==> src/rtl/vram_arbiter.sv <==
// Arbitrates the single-port graphics RAM between the display pixel fetch (always wins)
// and the CPU, whose writes are posted into a small FIFO and whose reads wait behind them.
module vram_arbiter #(
    parameter int DEPTH     = 4,
    parameter int VRAM_SIZE = 64000
) (
    input  logic        clk,
    input  logic        rst_n,
    input  logic        disp_req,
    input  logic [15:0] disp_addr,
    output logic [7:0]  disp_data,
    output logic        disp_valid,
    input  logic        cpu_req,
    input  logic        cpu_we,
    input  logic [15:0] cpu_addr,
    input  logic [7:0]  cpu_wdata,
    output logic [7:0]  cpu_rdata,
    output logic        cpu_ack,
    output logic [15:0] mem_addr,
    output logic        mem_we,
    output logic [7:0]  mem_wdata,
    input  logic [7:0]  mem_rdata
);

    localparam int AW = (DEPTH > 1) ? $clog2(DEPTH) : 1;
    localparam int CW = $clog2(DEPTH + 1);
    localparam logic [16:0]   LIMIT    = 17'(VRAM_SIZE);
    localparam logic [CW-1:0] FULL_CNT = CW'(DEPTH);

    typedef enum logic [1:0] {
        S_IDLE,
        S_RD_WAIT,
        S_ACK
    } state_t;

    state_t r_state;
    state_t w_next_state;

    logic [15:0]   r_fifo_addr [DEPTH];
    logic [7:0]    r_fifo_data [DEPTH];
    logic [AW-1:0] r_wr_ptr;
    logic [AW-1:0] r_rd_ptr;
    logic [CW-1:0] r_count;

    logic        r_disp_p1;
    logic        r_disp_oor_p1;
    logic [7:0]  r_disp_data;
    logic        r_disp_valid;
    logic        r_rd_oor;
    logic [7:0]  r_cpu_rdata;

    logic        w_empty;
    logic        w_full;
    logic        w_gnt_disp;
    logic        w_gnt_fifo;
    logic        w_gnt_rd;
    logic        w_push;
    logic        w_pop;
    logic [15:0] w_head_addr;
    logic [7:0]  w_head_data;
    logic        w_disp_inr;
    logic        w_head_inr;
    logic        w_cpu_inr;

    assign w_empty     = (r_count == '0);
    assign w_full      = (r_count == FULL_CNT);
    assign w_head_addr = r_fifo_addr[r_rd_ptr];
    assign w_head_data = r_fifo_data[r_rd_ptr];
    assign w_disp_inr  = ({1'b0, disp_addr}   < LIMIT);
    assign w_head_inr  = ({1'b0, w_head_addr} < LIMIT);
    assign w_cpu_inr   = ({1'b0, cpu_addr}    < LIMIT);

    // Grants are gated by rst_n so the RAM port is quiet while reset is held.
    assign w_gnt_disp = rst_n & disp_req;
    assign w_gnt_fifo = rst_n & ~disp_req & ~w_empty;
    assign w_gnt_rd   = rst_n & ~disp_req & w_empty & (r_state == S_IDLE) & cpu_req & ~cpu_we;
    assign w_pop      = w_gnt_fifo;
    assign w_push     = (r_state == S_IDLE) & cpu_req & cpu_we & ~w_full;

    always_comb begin
        mem_addr  = '0;
        mem_we    = 1'b0;
        mem_wdata = '0;
        if (w_gnt_disp) begin
            mem_addr = w_disp_inr ? disp_addr : '0;
        end else if (w_gnt_fifo) begin
            mem_addr  = w_head_inr ? w_head_addr : '0;
            mem_we    = w_head_inr;
            mem_wdata = w_head_inr ? w_head_data : '0;
        end else if (w_gnt_rd) begin
            mem_addr = w_cpu_inr ? cpu_addr : '0;
        end
    end

    always_ff @(posedge clk) begin
        if (w_push) begin
            r_fifo_addr[r_wr_ptr] <= cpu_addr;
            r_fifo_data[r_wr_ptr] <= cpu_wdata;
        end
    end

    always_ff @(posedge clk or negedge rst_n) begin
        if (!rst_n) begin
            r_wr_ptr <= '0;
            r_rd_ptr <= '0;
            r_count  <= '0;
        end else begin
            if (w_push) r_wr_ptr <= r_wr_ptr + 1'b1;
            if (w_pop)  r_rd_ptr <= r_rd_ptr + 1'b1;
            case ({w_push, w_pop})
                2'b10:   r_count <= r_count + 1'b1;
                2'b01:   r_count <= r_count - 1'b1;
                default: r_count <= r_count;
            endcase
        end
    end

    // Display pipeline: grant in T, RAM data in T+1, registered output visible in T+2.
    always_ff @(posedge clk or negedge rst_n) begin
        if (!rst_n) begin
            r_disp_p1     <= 1'b0;
            r_disp_oor_p1 <= 1'b0;
            r_disp_valid  <= 1'b0;
            r_disp_data   <= '0;
        end else begin
            r_disp_p1     <= w_gnt_disp;
            r_disp_oor_p1 <= ~w_disp_inr;
            r_disp_valid  <= r_disp_p1;
            if (r_disp_p1) r_disp_data <= r_disp_oor_p1 ? '0 : mem_rdata;
        end
    end

    always_ff @(posedge clk or negedge rst_n) begin
        if (!rst_n) begin
            r_rd_oor    <= 1'b0;
            r_cpu_rdata <= '0;
        end else begin
            if (w_gnt_rd) r_rd_oor <= ~w_cpu_inr;
            if (r_state == S_RD_WAIT) r_cpu_rdata <= r_rd_oor ? '0 : mem_rdata;
        end
    end

    always_ff @(posedge clk or negedge rst_n) begin
        if (!rst_n) r_state <= S_IDLE;
        else        r_state <= w_next_state;
    end

    always_comb begin
        w_next_state = r_state;
        case (r_state)
            S_IDLE: begin
                if (w_push)        w_next_state = S_ACK;
                else if (w_gnt_rd) w_next_state = S_RD_WAIT;
            end
            S_RD_WAIT: w_next_state = S_ACK;
            S_ACK:     w_next_state = S_IDLE;
            default:   w_next_state = S_IDLE;
        endcase
    end

    always_comb begin
        cpu_ack = (r_state == S_ACK);
    end

    assign disp_data  = r_disp_data;
    assign disp_valid = r_disp_valid;
    assign cpu_rdata  = r_cpu_rdata;

endmodule

==> config.mk <==
export PLATFORM = sky130hd
export DESIGN_NAME = vram_arbiter
export DESIGN_NICKNAME = d
export VERILOG_FILES = /design/src/rtl/vram_arbiter.sv
export SDC_FILE = /design/constraint.sdc
export NUM_CORES = 1
export LEC_CHECK = 0
export BUFFER_PORTS_ARGS = -buffer_cell sky130_fd_sc_hd__buf_4
export CAP_MARGIN = 20
export CORE_MARGIN = 3
export CORE_UTILIZATION = 40
export DETAILED_ROUTE_END_ITERATION = 7
export PLACE_DENSITY = 0.63
export SYNTH_ARGS = -nofsm -noshare
export SYNTH_HDL_FRONTEND = slang
export SYNTH_SLANG_ARGS = --single-unit
==> constraint.sdc <==
create_clock -name clk -period 2.8 [get_ports clk]
set_input_delay 0.56 -clock clk [delete_from_list [all_inputs] [get_ports clk]]
set_output_delay 0.56 -clock clk [all_outputs]
set_load 0.1 [all_outputs]
==> run_results.csv <==
group,metric,value,unit
outcome,status,"finished, violations left",
outcome,violations,"negative setup slack",
synth,ys_ff_latch,125,
placed_design,port_buffers,95,
timing,max_freq,0.3305,GHz
worst_setup_path,cp-end-kind,"output pin",
clocking,insertion_delay,0.41,ns
global_routing,grt_pass1_vias,3272,
timing,final.period_utilization,108.1,%
synth,syn-num-nets,361,
floorplanning,die_area,14420,um^2
timing,worstMarginPinSlew,0.4980,ns
floorplanning,fp.dieW,120.1,um
timing,hold_viol,0,
pwr,p_per_area,1052,nW/um^2
timing,worst_slack,-0.2258,ns
synth,yosysMostFrequentCell,"edfxtp_1",
timing,fin_crit,3.026,ns
clocking,numCtsBuffers,17,
placed_design,place_ws,-0.08099,ns
synth,synth_top_area_cell,"edfxtp_1",
global_routing,grt-ovfl-total,0,
worst_setup_path,startpoint_type,"flop",
worst_setup_path,worstSetupPathType,"flop to output pin",
clocking,clock-sinks,125,
synth,synth-simple-area-share,8.798,%
synth,synth-edff-count,96,
synth,synth_top_cell_area_share,55.38,%
synth,ys_warn_count,0,
clocking,clk_path_buf_depth,2,
route,drtIter0Drc,151,
worst_setup_path,worstPathMaxFanout,6,
synth,synth_area,5205,um^2
synth,synth_cell_type_count,33,
synth,synth_top_family_by_area,"multiplexers",
global_routing,grt_first_pass_wirelength,18160,um
finish,seqCellArea,3610,um^2
timing,max_slew_margin,66.80,%
synth,synth_compound_area_share,5.553,%
pwr,total_leakage_power,2.816,nW
synth,synth_common_cells,"edfxtp_1 (96), and2_1 (30), dfrtp_1 (29), mux4_2 (24), o21ai_0 (19)",
synth,synth_area_per_cell,17.24,um^2
worst_hold_path,hold_class,"input pin to async pin",
synth,synthMuxAreaShare,11.01,%
clocking,cts_tree,"yes",
route,firstDrtPassIters,4,
timing,rsz0062_at_grt,"yes",
global_routing,grt_use_total,17.10,%
finish,layout.nets,489,
timing,clock_skew,0.006696,ns
synth,synth-main-ff-cell,"edfxtp_1",
finish,fillerInstances,983,
finish,diodes,0,
route,routed_via_density,5.002,
placed_design,gp_congestion,0.7314,
synth,synth-xor-area-share,1.010,%
worst_setup_path,required,2.24,ns
floorplanning,start_util,41.08,%
synth,synth-seq-area-share,69.33,%
global_routing,antenna_found_initial,0,
pwr,ir_worst_vdd,0.5612,mV
synth,ys_async_sr_fraction,23.20,%
finish,drive_above_1_share,46.73,%
route,wire_per_inst,19.10,um
global_routing,grt_max_degree,31,
synth,syn_inst,302,
synth,synthAdderAreaFrac,1.587,%
clocking,clk_pin_slew,0.05,ns
clocking,cts_hold_buf,0,
flow_run,cap_violations,0,
timing,slew_violations,0,
pwr,totalPowerFinal,7.679,mW
finish,area_growth,40.19,%
worst_setup_path,cp.arrival,2.47,ns
route,via_count,3076,
clocking,ctsRootBufferMaster,"clkbuf_16",
route,routed_wl,11750,um
floorplanning,ios,96,
floorplanning,core,12670,um^2
synth,synthTopCellsByArea,"edfxtp_1 (55%), dfrtp_1 (14%), mux4_2 (10%), and2_1 (3.6%), a221o_2 (3.2%)",
finish,multi_input_area,1498,um^2
clocking,htreeDepth,4,
placed_design,dpl.hpwl,7548,um
timing,setup_violations,24,
route,drc,0,
floorplanning,rows,41,
floorplanning,die_h,120.1,um
route,postRouteAntennaNets,0,
-- routing by layer --
metal  routed length, um  track usage [%]  part of all wire (%)
met5                   0                0                     0
met2                5958            27.40                    51
met1                4990            21.58                    42
met3                 622            6.315                   5.3
met4                 175            5.798                   1.5
-- kinds of logic (layout without fill, tap and decap cells) --
logic type,after synthesis,count (layout)
fa+ha+maj,6,6
mux,27,27
simple gates,74,74
compound gates,37,37
buf+inv,27,168
xor+xnor,6,6
flops,125,125
-- critical path, cell delays in order, from the launching register on --
cell and delay [ns]:
dfrtp_2 0.43, buf_12 0.15, mux4_2 0.35, nand4_1 0.13, o21a_4 0.28, clkbuf_16 0.18
a221o_2 0.36, buf_12 0.17
-- area by class of cell --
| class | count | share of cell area (%) |
|---|---|---|
| clock buffers | 20 | 5.984 |
| multi-input cells | 150 | 20.52 |
| inverters | 14 | 0.7202 |
| well taps | 172 | 2.949 |
| clock inverters | 12 | 2.006 |
| repair buffers | 122 | 18.35 |
| flip-flops and latches | 125 | 49.47 |
-- registers in the layout, indices dropped and copies added, names as in the netlist, 2 cells and up --
name and cells:
r_fifo_addr 64, r_fifo_data 32, cpu_rdata 8, disp_data 8, r_count 3, r_rd_ptr 2
r_state 2, r_wr_ptr 2
-- power breakdown --
group          leakage (nW)  total, mW  internal, mW  switching, mW
combinational          1.34       3.14          1.23           1.91
sequential             1.21       2.39          2.27          0.120
clock                 0.269       2.15          1.39          0.759
-- cells in the final DEF, fill, tap and decap left out, types with 8 or more instances in the layout --
master / instances
edfxtp_1: 96
buf_4: 87
buf_12: 29
dfrtp_1: 28
mux4_2: 24
and2_1: 22
o21ai_0: 18
clkbuf_16: 18
a221o_2: 15
inv_1: 14
nand2_1: 11
nand2b_1: 9
and2_4: 8
nand3b_1: 8
-- what timing repair did --
action	in CTS	in global routing
cloned	1	1
endpoints found under the setup margin	25	25
pin swaps	4	8
gates resized for setup	69	11
buffers inserted	9	2
-- per-stage QoR --
stage / utilization [%] / area [um^2] / setup TNS (ns) / cells / hold slack, ns
3_3_place_gp: 49.38 / 6257 / -0.7472 / 570 / 0.4725
2_1_floorplan: - / 5239 / -0.2301 / 302 / 0.2644
3_5_place_dp: 49.38 / 6257 / -1.164 / 570 / 0.4782
6_report: 57.59 / 7297 / -4.038 / 615 / 0.1696
4_1_cts: 56.86 / 7204 / -4.438 / 612 / 0.1639
5_1_grt: 57.59 / 7297 / -5.603 / 615 / 0.1816
-- path summary, 6_finish.rpt --
path,startpoint,endpoint,slack [ns],depth (start not counted)
max in group asynchronous,rst_n,r_rd_ptr[0],2.34,2
worst max-delay path,r_rd_ptr[0],mem_addr[6],-0.23,7
min in group clk,cpu_wdata[4],r_fifo_data[1][4],0.35,1
worst min-delay path,rst_n,r_wr_ptr[1],0.17,2
worst max register to register,r_count[0],r_count[2],0.67,10
worst min register to register,cpu_rdata[1],cpu_rdata[1],0.48,2
No activity file was read; power rests on OpenSTA's default activity.
